--- src/rtl/fb_copy_arbiter_pkg.sv ---
// Shared widths, FIFO depth and frame-copy FSM encoding for the frame-buffer copy arbiter.
package fb_copy_arbiter_pkg;

    localparam int unsigned FB_ADDR_W     = 8;
    localparam int unsigned FB_DATA_W     = 8;
    localparam int unsigned FB_FIFO_DEPTH = 8;

    typedef enum logic [1:0] {
        ST_IDLE  = 2'd0,
        ST_COPY  = 2'd1,
        ST_DRAIN = 2'd2,
        ST_DONE  = 2'd3
    } frame_state_t;

endpackage

--- src/rtl/fb_copy_arbiter_fifo.sv ---
// Synchronous FIFO holding {addr, data} frame-copy words until a blank window drains them.
module fb_sync_fifo #(
    parameter int unsigned WIDTH = 16,
    parameter int unsigned DEPTH = 8
) (
    input  logic                     clk,
    input  logic                     reset,
    input  logic                     push,
    input  logic [WIDTH-1:0]         wdata,
    input  logic                     pop,
    output logic [WIDTH-1:0]         rdata,
    output logic                     full,
    output logic                     empty,
    output logic [$clog2(DEPTH):0]   count
);

    localparam int unsigned PTR_W = $clog2(DEPTH);
    localparam logic [PTR_W-1:0] PTR_ONE = PTR_W'(1);
    localparam logic [PTR_W:0]   CNT_ONE = (PTR_W + 1)'(1);
    localparam logic [PTR_W:0]   CNT_MAX = (PTR_W + 1)'(DEPTH);

    logic [WIDTH-1:0] mem [DEPTH];
    logic [PTR_W-1:0] wr_ptr;
    logic [PTR_W-1:0] rd_ptr;
    logic [PTR_W:0]   count_q;
    logic             do_push;
    logic             do_pop;

    assign full    = (count_q == CNT_MAX);
    assign empty   = (count_q == '0);
    assign count   = count_q;
    assign rdata   = mem[rd_ptr];
    assign do_push = push && !full;
    assign do_pop  = pop && !empty;

    always_ff @(posedge clk or posedge reset) begin
        if (reset) begin
            wr_ptr  <= '0;
            rd_ptr  <= '0;
            count_q <= '0;
        end else begin
            if (do_push) wr_ptr <= wr_ptr + PTR_ONE;
            if (do_pop)  rd_ptr <= rd_ptr + PTR_ONE;
            case ({do_push, do_pop})
                2'b10:   count_q <= count_q + CNT_ONE;
                2'b01:   count_q <= count_q - CNT_ONE;
                default: count_q <= count_q;
            endcase
        end
    end

    // Storage needs no reset: entries are only visible once the count covers them.
    always_ff @(posedge clk) begin
        if (do_push) mem[wr_ptr] <= wdata;
    end

endmodule

--- src/rtl/fb_copy_arbiter.sv ---
// Buffers frame-copy writes and commits them to SRAM during blank; otherwise serves VGA reads.
module fb_copy_arbiter
    import fb_copy_arbiter_pkg::*;
#(
    parameter int unsigned ADDR_W = FB_ADDR_W,
    parameter int unsigned DATA_W = FB_DATA_W,
    parameter int unsigned DEPTH  = FB_FIFO_DEPTH
) (
    input  logic              clk,
    input  logic              reset,
    input  logic              copy_valid,
    input  logic [ADDR_W-1:0] copy_addr,
    input  logic [DATA_W-1:0] copy_data,
    output logic              copy_ready,
    input  logic              copy_end,
    input  logic              blank,
    input  logic [ADDR_W-1:0] vga_addr,
    output logic [DATA_W-1:0] vga_data,
    output logic              vga_data_valid,
    output logic              sram_write,
    output logic              sram_read,
    output logic [ADDR_W-1:0] sram_addr,
    output logic [DATA_W-1:0] sram_wdata,
    input  logic [DATA_W-1:0] sram_rdata,
    output logic              frame_done,
    output logic              err_proto
);

    localparam int unsigned CNT_W = $clog2(DEPTH) + 1;

    frame_state_t             state;
    frame_state_t             state_next;
    logic                     fifo_full;
    logic                     fifo_empty;
    logic [CNT_W-1:0]         fifo_count;
    logic [ADDR_W+DATA_W-1:0] head;
    logic                     push;
    logic                     rd_pend;
    logic                     accepting;

    assign accepting  = (state == ST_IDLE) || (state == ST_COPY);
    assign copy_ready = !reset && !fifo_full && accepting;
    assign push       = copy_valid && copy_ready;

    // Writes win the single SRAM port whenever blank and data is queued; reads fill every other cycle.
    assign sram_write = blank && !fifo_empty;
    assign sram_read  = !sram_write;
    assign sram_addr  = sram_write ? head[ADDR_W+DATA_W-1:DATA_W] : vga_addr;
    assign sram_wdata = head[DATA_W-1:0];
    assign frame_done = (state == ST_DONE);

    fb_sync_fifo #(
        .WIDTH (ADDR_W + DATA_W),
        .DEPTH (DEPTH)
    ) u_fifo (
        .clk   (clk),
        .reset (reset),
        .push  (push),
        .wdata ({copy_addr, copy_data}),
        .pop   (sram_write),
        .rdata (head),
        .full  (fifo_full),
        .empty (fifo_empty),
        .count (fifo_count)
    );

    always_comb begin
        state_next = state;
        case (state)
            ST_IDLE: begin
                if (copy_end)  state_next = ST_DRAIN;
                else if (push) state_next = ST_COPY;
            end
            ST_COPY: begin
                if (copy_end) state_next = ST_DRAIN;
            end
            ST_DRAIN: begin
                if (fifo_count == '0) state_next = ST_DONE;
            end
            default: state_next = ST_IDLE;
        endcase
    end

    always_ff @(posedge clk or posedge reset) begin
        if (reset) state <= ST_IDLE;
        else       state <= state_next;
    end

    always_ff @(posedge clk or posedge reset) begin
        if (reset) begin
            rd_pend        <= 1'b0;
            vga_data       <= '0;
            vga_data_valid <= 1'b0;
            err_proto      <= 1'b0;
        end else begin
            rd_pend        <= sram_read;
            vga_data_valid <= rd_pend;
            if (rd_pend) vga_data <= sram_rdata;
            if (copy_valid && !accepting) err_proto <= 1'b1;
        end
    end

endmodule

--- config.mk ---
export PLATFORM = sky130hd
export DESIGN_NAME = fb_copy_arbiter
export DESIGN_NICKNAME = d
export VERILOG_FILES = /design/src/rtl/fb_copy_arbiter_pkg.sv /design/src/rtl/fb_copy_arbiter_fifo.sv /design/src/rtl/fb_copy_arbiter.sv
export SDC_FILE = /design/constraint.sdc
export NUM_CORES = 1
export LEC_CHECK = 0
export BUFFER_PORTS_ARGS = -buffer_cell sky130_fd_sc_hd__buf_4
export CAP_MARGIN = 20
export CORE_ASPECT_RATIO = 1.1
export CORE_UTILIZATION = 62
export DETAILED_ROUTE_END_ITERATION = 12
export GPL_ROUTABILITY_DRIVEN = 1
export PLACE_DENSITY = 0.95
export SLEW_MARGIN = 20
export SYNTH_ARGS = -nofsm -noshare
export SYNTH_HDL_FRONTEND = slang
export SYNTH_SLANG_ARGS = --single-unit
--- constraint.sdc ---
create_clock -name clk -period 6.9 [get_ports clk]
set_clock_uncertainty 0.05 [all_clocks]
set_input_delay 1.38 -clock clk [delete_from_list [all_inputs] [get_ports clk]]
set_output_delay 1.38 -clock clk [all_outputs]
set_load 0.05 [all_outputs]
* Word level (Yosys, flattened, before mapping) *
Memory sizes are Yosys's and may differ from the RTL's.
Cells that the tools add are included.
Widths: inputs -> output; s select.

storage, ports and cells
  register bits after elaboration = 23
  memory bits (writable) = 128
  output and inout port bits = 30
  memories = 1

memory list
  memory      depth  bits a word  read ports  clocked after Yosys merged registers in  write ports  RTL line                    source
  u_fifo.mem  8      16           1           0                                        1            fb_copy_arbiter_fifo.sv:22  logic [WIDTH-1:0] mem [DEPTH];

operators by class
  $add $sub $neg = 4
  equal/unequal tests = 9
  mux-type cells = 9
  reduce and logical (&&, ||, !) cells = 17

operators by type and width
  cell                 count
  $mux 2               4
  $mux 8               1
  $pmux 4 s2           1
  $logic_and 1x1->1    7
  $add 3x1->3 const B  2
  $eq 2x2->1 const B   3
  $pmux 2 s3           1
  $logic_not 1->1      5
  $add 4x1->4 const B  1
  $eq 2x1->1 const B   2
  $eq 4x4->1 const B   1
  $logic_not 4->1      1
  $sub 4x1->4 const B  1
  $ne 3x2->1 const B   1
  $reduce_and 3->1     1
  $logic_not 2->1      1
  $mux 1               2
  $ne 2x1->1 const B   1
  $ne 2x2->1 const B   1
  $reduce_bool 2->1    1
  $logic_or 1x1->1     1

* Logic depth before layout (Yosys ltp) *
  depth after elaboration = 8
  depth in mapped cells = 12

* Modules after synthesis *
A second synthesis with hierarchy kept.

second synthesis, totals
  cells, all modules = 312
  area, all modules = 6,302.3 um^2

by module, submodules not included
  module           instances  cells each  area each (um^2)  seq. area each (um^2)
  fb_sync_fifo     1          254         5,557.8           4,093.9
  fb_copy_arbiter  1          58          744.5             325.3

* Worst setup path after synthesis *
Ideal clock, no wire load.

  path kind = input-to-reg
  start point = input port reset
  end point = memory u_fifo.mem[2][0] (enable)
  library setup time = 436 ps
  data arrival time = 3,704 ps
  data required time = 6,414 ps
  path slack = 2,709 ps
  cell stages on the path = 4
  cells stage by stage = o21ba_2 and3_4 clkinv_8 nor4b_1

between the ends
  word-level cells in the longest chain between the ends = 7

RTL lines
  what                             RTL line                    source
  start, declared                  fb_copy_arbiter.sv:10       input logic reset,
  $logic_not 1->1 (no line)        -
  $logic_and 1x1->1 (2 in series)  fb_copy_arbiter.sv:42       assign copy_ready = !reset && !fifo_full && accepting;
  $logic_and 1x1->1                fb_copy_arbiter.sv:43       assign push = copy_valid && copy_ready;
  $logic_and 1x1->1                fb_copy_arbiter_fifo.sv:33  assign do_push = push && !full;
  $mux 1                           fb_copy_arbiter_fifo.sv:54  if (do_push) mem[wr_ptr] <= wdata;
  $mux 1 (not written as such)     fb_copy_arbiter_fifo.sv:54
  end, declared                    fb_copy_arbiter_fifo.sv:22

Every way passes these cells.

* Worst setup path in the final report *
  start point = register u_fifo.rd_ptr[0]
  end point = output port sram_addr[3]

between the ends
  word-level cells in the longest chain between the ends = 2

RTL lines
  what                    RTL line                    source
  start, declared         fb_copy_arbiter_fifo.sv:24  logic [PTR_W-1:0] rd_ptr;
  start signal, assigned  fb_copy_arbiter_fifo.sv:43  if (do_pop) rd_ptr <= rd_ptr + PTR_ONE;
  $mem_v2 8x16            -
  $mux 8                  fb_copy_arbiter.sv:48       assign sram_addr = sram_write ? head[ADDR_W+DATA_W-1:DATA_W] : vga_addr;
  end, declared           fb_copy_arbiter.sv:22       output logic [ADDR_W-1:0] sram_addr,

Every way passes these cells.

==> impl_metrics.ini <==
[timing]
rsz0062_at_grt = no
slew_headroom = 0.3183
setup-tns-final_ns = 0
tightestPinTransition_ns = 1.023
finalCriticalPeriod_ns = 4.015
setup_viol = 0
fmax_ghz = 0.2490
fin_crit_sh = 0.5819
maxSlewViolCount = 0
hold_violations = 0

[clocking]
cts_buffers = 17
cts_tree = done
cts.path.max_buffers = 2
cts-hold-fix-buffers = 0
cts_sinks = 151
cts_resized = 0
insertion_delay_ns = 0.53
htree_levels = 4
cts_setup_buffers = 0
cts.clk_slew.worst_paths_ns = 0.06
clock-root-buffer = clkbuf_8

[critical_path]
crit_chain = buf_4, mux4_2, mux2i_1, o21ai_0, buf_4
slowest_delay_ns = 0.60
crit_fanout = 34
end_kind = output port
crit_top_cell = buf_4
cp_top_family = multiplexers
critPathLaunchType = flop
worst-r2r-cell-count = 10
cpMaxStageDelayCell = mux4_2
worst-setup-path-type = reg2out
crit_cells = 5
arrival_ns = 2.59
crit_buf_inv = 2
required_ns = 5.47

[global_route]
grt_pass1_vias = 3285
grt_util_all_layers = 0.2595
grtUsageMet2 = 0.4169
gr-total-overflow = 0
grt_max_degree = 35
grt_pass1_wl_um = 17890
grt.busiest_layer = met2
use_met1 = 0.3115
groute.layer.met3.usage = 0.07576
antenna_found_initial = 0

[logic_synthesis]
syn_nets = 353
async_flop_share = 0.1523
synth_area_leaders = edfxtp_1 (63%), mux4_2 (12%), dfrtp_1 (9.5%), mux2_2 (3.5%), ha_1 (2.1%)
synth_flop_cell = edfxtp_1
synth_edf_count = 128
synth-seq-area-share = 0.7282
synth_cells = 306
synth-seq-cells = 151
ys.warnings.count = 0
syn_area_per_cell_um2 = 19.83
synthDominantCellAreaShare = 0.6334
synth.distinct_cells = 37
syn_area_um2 = 6068
yosys.area.top_type = edfxtp_1

[cells_and_area]
ff_latch_area_um2 = 4420
final_cell_mix = edfxtp_1 (128), buf_4 (74), mux4_2 (32)
nFillCells = 467
fin_area_um2 = 7373
drive_above_1_share = 0.4286
finalNetCount = 433
layout_commonest_cell = edfxtp_1
multi_input_area_um2 = 1609
n_antenna_cell = 0
area_growth_pct = 21.51

[placement]
place_congestion = 0.7063
placed_area_um2 = 6766
portBuffers = 66
dpl.hpwl_um = 6689

[power]
leakage_nw = 2.659
pwr-share-seq = 0.371
internal_power_mw = 2.123
p_switching_mw = 1.090
p_per_area_nw_per_um2 = 435.8
vdd_drop_max_v = 0.0002554
pwr-share-clk = 0.291
switching_share = 0.3392
comb_power_share = 0.338

[detailed_routing]
first_pass_iters = 4
drt_iter0_drc = 183
routed_wl_um = 11820
wire_per_inst_um = 22.91
via_count = 3134
viasPerCell = 6.074
route.detailed.drc = 0
final_antenna_net_count = 0

[run]
drv_cap = 0

[die]
dieArea_um2 = 10190
die_w_um = 96.33
coreArea_um2 = 9444
die_h_um = 105.8
row_count = 37
pin_count = 67
initial_core_util = 0.6426

[status]
status = complete, no violations

[hold_path]
min_path_type = reg2reg
hold_path_depth = 1
[final cells by class]
class | count | share of cell area
repair buffers | 74 | 0.07534
inverters | 6 | 0.004751
well taps | 117 | 0.01985
multi-input cells | 136 | 0.2182
clock buffers | 21 | 0.06228
flip-flops and latches | 151 | 0.5995
clock inverters | 11 | 0.02002
[routing by layer]
layer  share of wire  wire length (µm)
met5               0                 0
met4           0.022               255
met3           0.072               847
met1            0.37              4361
met2            0.54              6356
[power by group through the flow]
stage               sequential, mW  clock (mW)  combinational (mW)
detailed placement            1.21           0                1.08
finish                        1.19       0.935                1.09
global placement              1.19           0                1.05
CTS                           1.19       0.950                1.10
floorplan                     1.19           0               0.809
global route                  1.20       0.983                1.16
[sequential cells by signal, summed over array words and instances, names as in the netlist]
signal and count:
err_proto 1, vga_data 8, u_fifo.count 4, u_fifo.wr_ptr 3, rd_pend 1, u_fifo.mem 128
vga_data_valid 1, state 2, u_fifo.rd_ptr 3
[cell usage after synthesis, types with 5 or more instances]
master / n
edfxtp_1: 128
mux4_2: 32
dfrtp_1: 23
mux2_2: 19
nand2_1: 17
ha_1: 10
mux2i_1: 8
o21ai_0: 8
nor2_1: 6
buf_2: 5
clkbuf_1: 5
inv_1: 5
xnor2_1: 5
[final timing paths]
check	from	slack [ns]	endpoint
min in group asynchronous	reset	0.98	u_fifo.count[3]
hold reg to reg	err_proto	0.41	err_proto
setup / recovery	u_fifo.rd_ptr[0]	2.88	sram_addr[3]
hold / removal	err_proto	0.41	err_proto
setup reg to reg	u_fifo.count[1]	3.95	u_fifo.count[2]
max in group asynchronous	reset	5.23	u_fifo.rd_ptr[0]
[per-stage QoR]
step | power [mW] | cells | worst slack [ns] | utilization | hold slack (ns)
2_1_floorplan | 1.997 | 306 | 2.709 | - | 0.3019
3_3_place_gp | 2.237 | 484 | 3.269 | 0.7165 | 0.3911
3_5_place_dp | 2.286 | 484 | 3.202 | 0.7165 | 0.3972
4_1_cts | 3.239 | 516 | 2.814 | 0.7807 | 0.4119
5_1_grt | 3.345 | 516 | 2.697 | 0.7807 | 0.4355
6_report | 3.213 | 516 | 2.885 | 0.7807 | 0.4089
[worst register-to-register path, stage by stage, from the launching register on]
cell     delay (ns)
dfrtp_1        0.45
or4_4          0.57
nand2_2        0.35
inv_1          0.19
ha_1           0.32
xor2_1         0.18
ha_1           0.20
a21oi_1        0.15
xor2_1         0.17
nor2_1         0.07
xor2_1         0.14
[cell families (layout without fill, tap and decap cells)]
group | Yosys count | in the layout | synth area share
AO/OA/AOI/OAI | 18 | 18 | 0.01918
XOR/XNOR | 9 | 9 | 0.01299
adder cells (fa/ha/maj) | 10 | 10 | 0.02062
buffers and inverters | 19 | 112 | 0.01505
flip-flops | 151 | 151 | 0.7282
multiplexers | 60 | 60 | 0.1697
AND/OR/NAND/NOR | 39 | 39 | 0.03423
Note: power is estimated with default switching activity, not from simulation.
